### config.mk
export PLATFORM = sky130hd
export DESIGN_NAME = crack_job_scheduler
export DESIGN_NICKNAME = d
export VERILOG_FILES = /design/src/rtl/crack_job_scheduler.sv
export SDC_FILE = /design/constraint.sdc
export NUM_CORES = 1
export LEC_CHECK = 0
export ABC_AREA = 0
export CAP_MARGIN = 30
export CORE_ASPECT_RATIO = 0.75
export CORE_MARGIN = 4
export CORE_UTILIZATION = 41
export DETAILED_ROUTE_END_ITERATION = 6
export PLACE_DENSITY_LB_ADDON = 0.15
export SLEW_MARGIN = 20
export SYNTH_ARGS = -nofsm -noshare
export SYNTH_HDL_FRONTEND = slang
export SYNTH_SLANG_ARGS = --single-unit
### constraint.sdc
create_clock -name clk -period 2.2 [get_ports clk]
set_input_delay 0.22 -clock clk [delete_from_list [all_inputs] [get_ports clk]]
set_output_delay 0.22 -clock clk [all_outputs]
set_load 0.01 [all_outputs]
### src/rtl/crack_job_scheduler.sv
// Job-level controller for the hash-search array: splits one job's keyspace by first-character
// index across NUM_LANES generator lanes, granted round-robin, and reports a single result.
module crack_job_scheduler #(
  parameter int NUM_LANES = 4,
  parameter int LANE_W    = 2
) (
  input  logic                 clk,
  input  logic                 rst_n,
  input  logic                 job_valid,
  output logic                 job_ready,
  input  logic [7:0]           job_num_chars,
  input  logic [7:0]           job_len,
  input  logic [127:0]         job_goal,
  input  logic                 abort,
  output logic [7:0]           cfg_num_chars,
  output logic [7:0]           cfg_len,
  output logic [127:0]         cfg_goal,
  output logic [7:0]           lane_prefix,
  output logic [NUM_LANES-1:0] lane_program,
  output logic [NUM_LANES-1:0] lane_initiate,
  output logic                 lane_abort,
  input  logic [NUM_LANES-1:0] lane_done,
  input  logic [NUM_LANES-1:0] lane_found,
  output logic                 res_valid,
  input  logic                 res_ready,
  output logic                 res_found,
  output logic                 res_aborted,
  output logic [LANE_W-1:0]    res_lane,
  output logic [7:0]           res_prefix
);

  typedef enum logic [1:0] {IDLE, DISPATCH, DRAIN, DONE} state_t;

  state_t               state;
  logic [NUM_LANES-1:0] busy;
  logic [7:0]           next_prefix;
  logic [LANE_W-1:0]    rr;
  logic [LANE_W-1:0]    grant_lane;
  logic                 grant_active;
  logic [1:0]           phase;
  logic [7:0]           slot [NUM_LANES];

  logic [NUM_LANES-1:0] busy_after_done;
  logic [NUM_LANES-1:0] found_hit;
  logic                 found_any;
  logic [LANE_W-1:0]    found_lane;
  logic                 pick_ok;
  logic [LANE_W-1:0]    pick_lane;
  logic [LANE_W-1:0]    scan_lane;
  logic                 can_grant;

  function automatic logic [NUM_LANES-1:0] lane_bit(input logic [LANE_W-1:0] l);
    logic [NUM_LANES-1:0] v;
    v    = '0;
    v[l] = 1'b1;
    return v;
  endfunction

  assign busy_after_done = busy & ~lane_done;
  assign found_hit       = lane_found & busy;
  assign can_grant       = pick_ok && (next_prefix < cfg_num_chars);

  // Lowest-index busy lane reporting a match wins
  always_comb begin
    found_any  = 1'b0;
    found_lane = '0;
    for (int i = NUM_LANES - 1; i >= 0; i--) begin
      if (found_hit[i]) begin
        found_any  = 1'b1;
        found_lane = LANE_W'(i);
      end
    end
  end

  // First idle lane at or after the round-robin pointer; lanes finishing this cycle count as idle
  always_comb begin
    pick_ok   = 1'b0;
    pick_lane = '0;
    scan_lane = '0;
    for (int k = NUM_LANES - 1; k >= 0; k--) begin
      scan_lane = LANE_W'((int'(rr) + k) % NUM_LANES);
      if (!busy_after_done[scan_lane]) begin
        pick_ok   = 1'b1;
        pick_lane = scan_lane;
      end
    end
  end

  always_ff @(posedge clk or negedge rst_n) begin
    if (!rst_n) begin
      state         <= IDLE;
      job_ready     <= 1'b0;
      cfg_num_chars <= '0;
      cfg_len       <= '0;
      cfg_goal      <= '0;
      lane_prefix   <= '0;
      lane_program  <= '0;
      lane_initiate <= '0;
      lane_abort    <= 1'b0;
      res_valid     <= 1'b0;
      res_found     <= 1'b0;
      res_aborted   <= 1'b0;
      res_lane      <= '0;
      res_prefix    <= '0;
      busy          <= '0;
      next_prefix   <= '0;
      rr            <= '0;
      grant_lane    <= '0;
      grant_active  <= 1'b0;
      phase         <= '0;
      for (int i = 0; i < NUM_LANES; i++) slot[i] <= '0;
    end else begin
      lane_abort    <= 1'b0;
      lane_initiate <= '0;
      unique case (state)
        IDLE: begin
          job_ready <= 1'b1;
          if (job_valid && job_ready) begin
            job_ready     <= 1'b0;
            cfg_num_chars <= job_num_chars;
            cfg_len       <= job_len;
            cfg_goal      <= job_goal;
            next_prefix   <= '0;
            res_found     <= 1'b0;
            res_aborted   <= 1'b0;
            if (job_num_chars == 8'd0 || job_len == 8'd0) begin
              state     <= DONE;
              res_valid <= 1'b1;
            end else begin
              // The first grant starts on the accept edge so its initiate lands 3 cycles later
              state        <= DISPATCH;
              grant_active <= 1'b1;
              grant_lane   <= pick_lane;
              phase        <= 2'd0;
              lane_program <= lane_bit(pick_lane);
              lane_prefix  <= 8'd0;
            end
          end
        end

        DISPATCH, DRAIN: begin
          if (abort) begin
            lane_abort   <= 1'b1;
            lane_program <= '0;
            busy         <= '0;
            grant_active <= 1'b0;
            state        <= DONE;
            res_valid    <= 1'b1;
            res_aborted  <= 1'b1;
            res_found    <= 1'b0;
          end else if (found_any) begin
            lane_abort   <= 1'b1;
            lane_program <= '0;
            busy         <= '0;
            grant_active <= 1'b0;
            state        <= DONE;
            res_valid    <= 1'b1;
            res_found    <= 1'b1;
            res_aborted  <= 1'b0;
            res_lane     <= found_lane;
            res_prefix   <= slot[found_lane];
          end else begin
            if (grant_active && phase == 2'd1) begin
              busy <= busy_after_done | lane_bit(grant_lane);
            end else begin
              busy <= busy_after_done;
            end

            if (grant_active && phase == 2'd0) begin
              phase <= 2'd1;
            end else if (grant_active && phase == 2'd1) begin
              phase              <= 2'd2;
              lane_program       <= '0;
              lane_initiate      <= lane_bit(grant_lane);
              slot[grant_lane]   <= lane_prefix;
              next_prefix        <= next_prefix + 8'd1;
              rr                 <= LANE_W'((int'(grant_lane) + 1) % NUM_LANES);
            end else if (can_grant) begin
              // Back-to-back grant: programming starts in the cycle right after the initiate
              state        <= DISPATCH;
              grant_active <= 1'b1;
              grant_lane   <= pick_lane;
              phase        <= 2'd0;
              lane_program <= lane_bit(pick_lane);
              lane_prefix  <= next_prefix;
            end else begin
              grant_active <= 1'b0;
              if (next_prefix == cfg_num_chars) begin
                if (busy_after_done == '0) begin
                  state       <= DONE;
                  res_valid   <= 1'b1;
                  res_found   <= 1'b0;
                  res_aborted <= 1'b0;
                end else begin
                  state <= DRAIN;
                end
              end
            end
          end
        end

        DONE: begin
          if (res_ready) begin
            res_valid <= 1'b0;
            job_ready <= 1'b1;
            state     <= IDLE;
          end
        end

        default: state <= IDLE;
      endcase
    end
  end

endmodule
# --- Yosys cells after proc, flatten, opt, wreduce, memory -nomap -nowiden ---
# Index checks and enable logic that the tools add are counted.
op_classes:
  multipliers: 0
  order_cmp: 12
  mux: 128
  shifts: 0
  div: 0
  eq_ne: 23
  bitwise: 9
  n_reduce_logical: 28
  n_addsub: 5
ops:
  columns: ["operator", "count"]
  rows:
  - ["$mux 8", 15]
  - ["$mux 2", 31]
  - ["$mux 4", 15]
  - ["$mux 1", 47]
  - ["$bwmux 32", 1]
  - ["$pmux 8 s2", 2]
  - ["$ne 4x4->1 const B", 6]
  - ["$ne 2x2->1 const B", 10]
  - ["$reduce_and 5->1", 4]
  - ["$lt 2x3->1 const B", 6]
  - ["$bmux 8 s2", 1]
  - ["$demux 8 s2", 1]
  - ["$logic_not 8->1", 2]
  - ["$reduce_and 8->1", 2]
  - ["$reduce_and 6->1", 2]
  - ["$ne 5x5->1 const B", 2]
  - ["$add 8x1->8 const B", 1]
  - ["$and 4x4->4", 2]
  - ["$bmux 1 s2", 4]
  - ["$eq 8x8->1", 1]
  - ["$lt 8x8->1", 1]
  - ["$pmux 1 s2", 4]
  - ["$pmux 2 s2", 2]
  - ["$pmux 4 s2", 1]
  - ["23 further kinds", 42]
totals:
  reg_bits: 228
  input_bits: 157
  mem_bits_rw: 0
  latch_bits: 0
  mem_count: 0
  rom_bits: 0
  output_inout_bits: 175

# --- Longest topological paths before layout ---
depth:
  word_depth: 18
  mapped_depth: 9
  depth_no_buf: 8

# --- Worst setup path before layout ---
# No wires, ideal clock.
synth_timing:
  path_type: "reg2reg"
  from: "register cfg_num_chars[6]"
  to: "register grant_lane[0]"
  arrival_ns: 2.271
  synth_period_minus_slack_ns: 2.399
  path_stages_with_launch: 10
  setup_ns: 0.128
  path_slack_ns: -0.199
  cell_sequence: "dfrtp_1 inv_1 ha_1 a21oi_1 a21boi_0 a311o_1 a21oi_1 a21oi_1 buf_4 mux2_1"
synth_via:
  elab_chain_len: 4
synth_lines:
  columns: ["item", "line_no", "text"]
  rows:
  - ["start, declared", "15", "output logic [7:0] cfg_num_chars,"]
  - ["start signal, assigned", "120", "cfg_num_chars <= job_num_chars;"]
  - ["$lt 8x8->1", "61", "assign can_grant = pick_ok && (next_prefix < cfg_num_chars);"]
  - ["$logic_and 1x1->1", "61", null]
  - ["$ne 2x2->1 (no source line)", null, null]
  - ["$reduce_and 8->1 (no source line)", null, null]
  - ["end signal, assigned", "133", "grant_lane <= pick_lane;"]
  - ["end signal, assigned", "182", "grant_lane <= pick_lane;"]
  - ["end, declared", "38", "logic [LANE_W-1:0] grant_lane;"]
# No other way between the ends.
# A chain may end at the register's enable or synchronous reset.

# --- Final worst setup path ---
layout_timing:
  from: "register next_prefix[4]"
  to: "register res_valid"
layout_via:
  elab_chain_len: 4
  word_cells_on_any_way: 6
  classes_between: "order compare: 1; eq/ne: 3; reduce/logical: 2"
layout_lines:
  columns: ["item", "line_no", "text"]
  rows:
  - ["start, declared", "36", "logic [7:0] next_prefix;"]
  - ["start signal, assigned", "176", "next_prefix <= next_prefix + 8'd1;"]
  - ["$lt 8x8->1", "61", null]
  - ["$logic_and 1x1->1", "61", null]
  - ["$ne 4x4->1 (no source line)", null, null]
  - ["$reduce_and 8->1 (no source line) *", null, null]
  - ["end signal, assigned", "100", "res_valid <= 1'b0;"]
  - ["end signal, assigned", "128", "res_valid <= 1'b1;"]
  - ["end signal, assigned", "148", "res_valid <= 1'b1;"]
  - ["end, declared", "24", "output logic res_valid,"]
# Every way passes the cells marked *; elsewhere a longest branch is shown, timed or not.

==> impl_metrics.tcl <==
set metrics [dict create \
    outcome "finished, final reports clean" \
    synth_seq_cells 228 \
    grt_max_degree 63 \
    crit_path_end_kind "register" \
    p_per_area_nw_per_um2 1330 \
    die-area_um2 25700 \
    critPathMaxFanout 2 \
    synth-edff-count 0 \
    syn_nets 870 \
    die_w_um 184 \
    synth_cell_types 51 \
    synth_commonest_cells "dfrtp_1 (228), mux2_2 (190), nand2_1 (47)" \
    root_buffer "clkbuf_16" \
    fmax_ghz 0.472 \
    r2r-end "res_valid$_DFFE_PN0P_" \
    core_um2 22500 \
    drt-vias-per-instance 4.93 \
    drc_errors 0 \
    synth_top_family_by_area "multiplexers" \
    synthAdderAreaFrac 0.0197 \
    worstMarginPinSlew_ps 528 \
    synthFlopType "dfrtp_1" \
    cp.arrival_ps 2510 \
    htree_num_levels 1 \
    antenna_found_initial 1 \
    yosysTopAreaCell "dfrtp_1" \
    synthSimpleGateAreaFrac 0.0574 \
    pin_count 332 \
    period_needed_ps 2120 \
    synth_area_per_cell_um2 13.6 \
    clock_latency_ps 510 \
    syn_area_um2 9520 \
    setup_viol_count_final 0 \
    grtUsageTotal 0.209 \
    synthMuxAreaShare 0.252 \
    syn_inst 698 \
    grt_setup_unrepaired "yes" \
    finalPower_mw 19.5 \
    fin_util 0.652 \
    clkSlewWorstSetupHoldPaths_ps 60 \
    synth.top_cell.area_share 0.599 \
    worst-r2r-cell-count 8 \
    cts.sinks 228 \
    dr.pass1.iters 5 \
    gr-total-overflow 0 \
    r2r_setup_slack_ps 80 \
    drt-total-wl_um 27300 \
    p_leak_nw 6.60 \
    yosys-top-cells-area "dfrtp_1 (60%), mux2_2 (22%), mux2i_1 (2.6%)" \
    place.port_buffers 331 \
    async_flop_share 1.00 \
    drive_gt1_frac 0.287 \
    drv_slew 0 \
    synth_most_common_cell "dfrtp_1" \
    post-route-period-util 0.962 \
    grt_pass1_wl_um 42700 \
    tritoncts "done" \
    fin_worst_skew_ps 7.51 \
    ir_drop_v 0.000787 \
    tritoncts.num_buffers 24 \
    cp-start-kind "register" \
    hpwl_um 20700 \
    rr_startpoint "next_prefix[4]$_DFFE_PN0P_" \
    gp_congestion 0.842 \
    crit_required_ps 2590 \
    yosys_warnings 0 \
    synth-xor-area-share 0.00460 \
    max_slew_margin 0.648 \
    ys_seq_area_frac 0.599 \
    die_h_um 140 \
    fp-row-count 47 \
    wl_per_cell_um 19.3 \
    grt_pass1_vias 7543 \
    drtIter0Drc 234 \
    via_count 6992 \
    area_growth_pct 53.9 \
    postRouteAntennaNets 0 \
    path_class "reg2reg" \
    initial_core_util 0.424 \
    cts_max_path_buffers 3 \
    hold_class "in2async" \
    hold_viol 0 \
    maxCapViolCount 0 \
    synth-compound-area-share 0.0421 \
    nets 1280 \
]
## logic make-up after synthesis
logic type      Yosys count
flops                   228
mux                     216
simple gates            113
compound gates           64
buf+inv                  57
fa+ha+maj                15
xor+xnor                  5
## how the worst max path moves through the flow
stage	endpoint	depth (start not counted)	startpoint
CTS	lane_program[2]$_DFFE_PN0P_	10	cfg_num_chars[6]$_DFFE_PN0P_
finish	res_valid$_DFFE_PN0P_	8	next_prefix[4]$_DFFE_PN0P_
floorplan	grant_lane[0]$_DFFE_PN0P_	9	cfg_num_chars[6]$_DFFE_PN0P_
detailed placement	res_valid$_DFFE_PN0P_	8	next_prefix[5]$_DFFE_PN0P_
global placement	phase[0]$_DFFE_PN0P_	6	lane_found[1]
global route	lane_program[2]$_DFFE_PN0P_	8	state[1]$_DFFE_PN0P_
## final cells by class
type,count,area (µm²)
Clock buffer,41,766
Antenna cell,1,2.50
Sequential cell,228,5710
Tap cell,294,368
Inverter,30,113
Multi-Input combinational cell,413,3680
Timing Repair Buffer,411,4010
Fill cell,1731,7820
## power breakdown
group	switching, mW	leakage [nW]	total, mW	internal (mW)
Clock	1.59	0.375	3.93	2.34
Sequential	0.881	2.86	6.70	5.82
Combinational	3.71	3.36	8.87	5.16
## placed cells by master, fill, tap and decap left out, drive strengths merged, types with 4 or more instances in the layout
cell type	Yosys	final
clkdlybuf4s50	0	330
dfrtp	228	228
mux2	191	191
buf	8	80
nand2	47	47
clkbuf	19	41
inv	30	30
o21ai	26	26
mux2i	25	25
nor2	23	23
ha	15	15
a21oi	12	12
nand3	8	8
nor4	5	5
nand4	5	5
xor2	5	5
nor2b	4	4
or3	4	4
## critical path, cell delays in order (launching register included)
cell	delay [ps]
dfrtp_1	400
ha_1	300
nand4_1	110
nor3_1	200
buf_4	150
nor4b_4	190
o21ai_1	130
a21oi_1	160
mux2_2	350
## timing repair
| action | 4_1_cts | 5_1_grt |
|---|---|---|
| resized for setup | 6 | 11 |
| endpoints found under the setup margin | 18 | 19 |
| hold buffers | 1 | 0 |
| buffers inserted | 0 | 1 |
| pin swaps | 1 | 3 |
| hold endpoints to repair | 55 | 0 |
## registers in the layout, summed over array words and instances (netlist names), 8 cells and up
register and count:
cfg_goal 128, cfg_len 8, cfg_num_chars 8, lane_prefix 8
next_prefix 8, res_prefix 8, slot 32
## layer usage
layer	wire, µm	vias up	GRT usage
li1	-	3282	-
met1	11100	3437	0.264
met2	12800	222	0.337
met3	2500	51	0.0806
met4	859	0	0.0603
met5	0	-	0
## metrics by stage
step           cells  worst slack (ps)  TNS [ps]  hold slack, ps  cell area (µm²)
2_1_floorplan    698             -6.73     -6.73           -75.6             9530
3_3_place_gp    1375              -160     -1970             209            13800
3_5_place_dp    1375              -166     -2140             205            13800
4_1_cts         1417              14.3         0             257            14600
5_1_grt         1418             -37.9      -232             286            14600
6_report        1418              83.5         0             231            14600
Note: power is estimated with default switching activity, not from simulation.
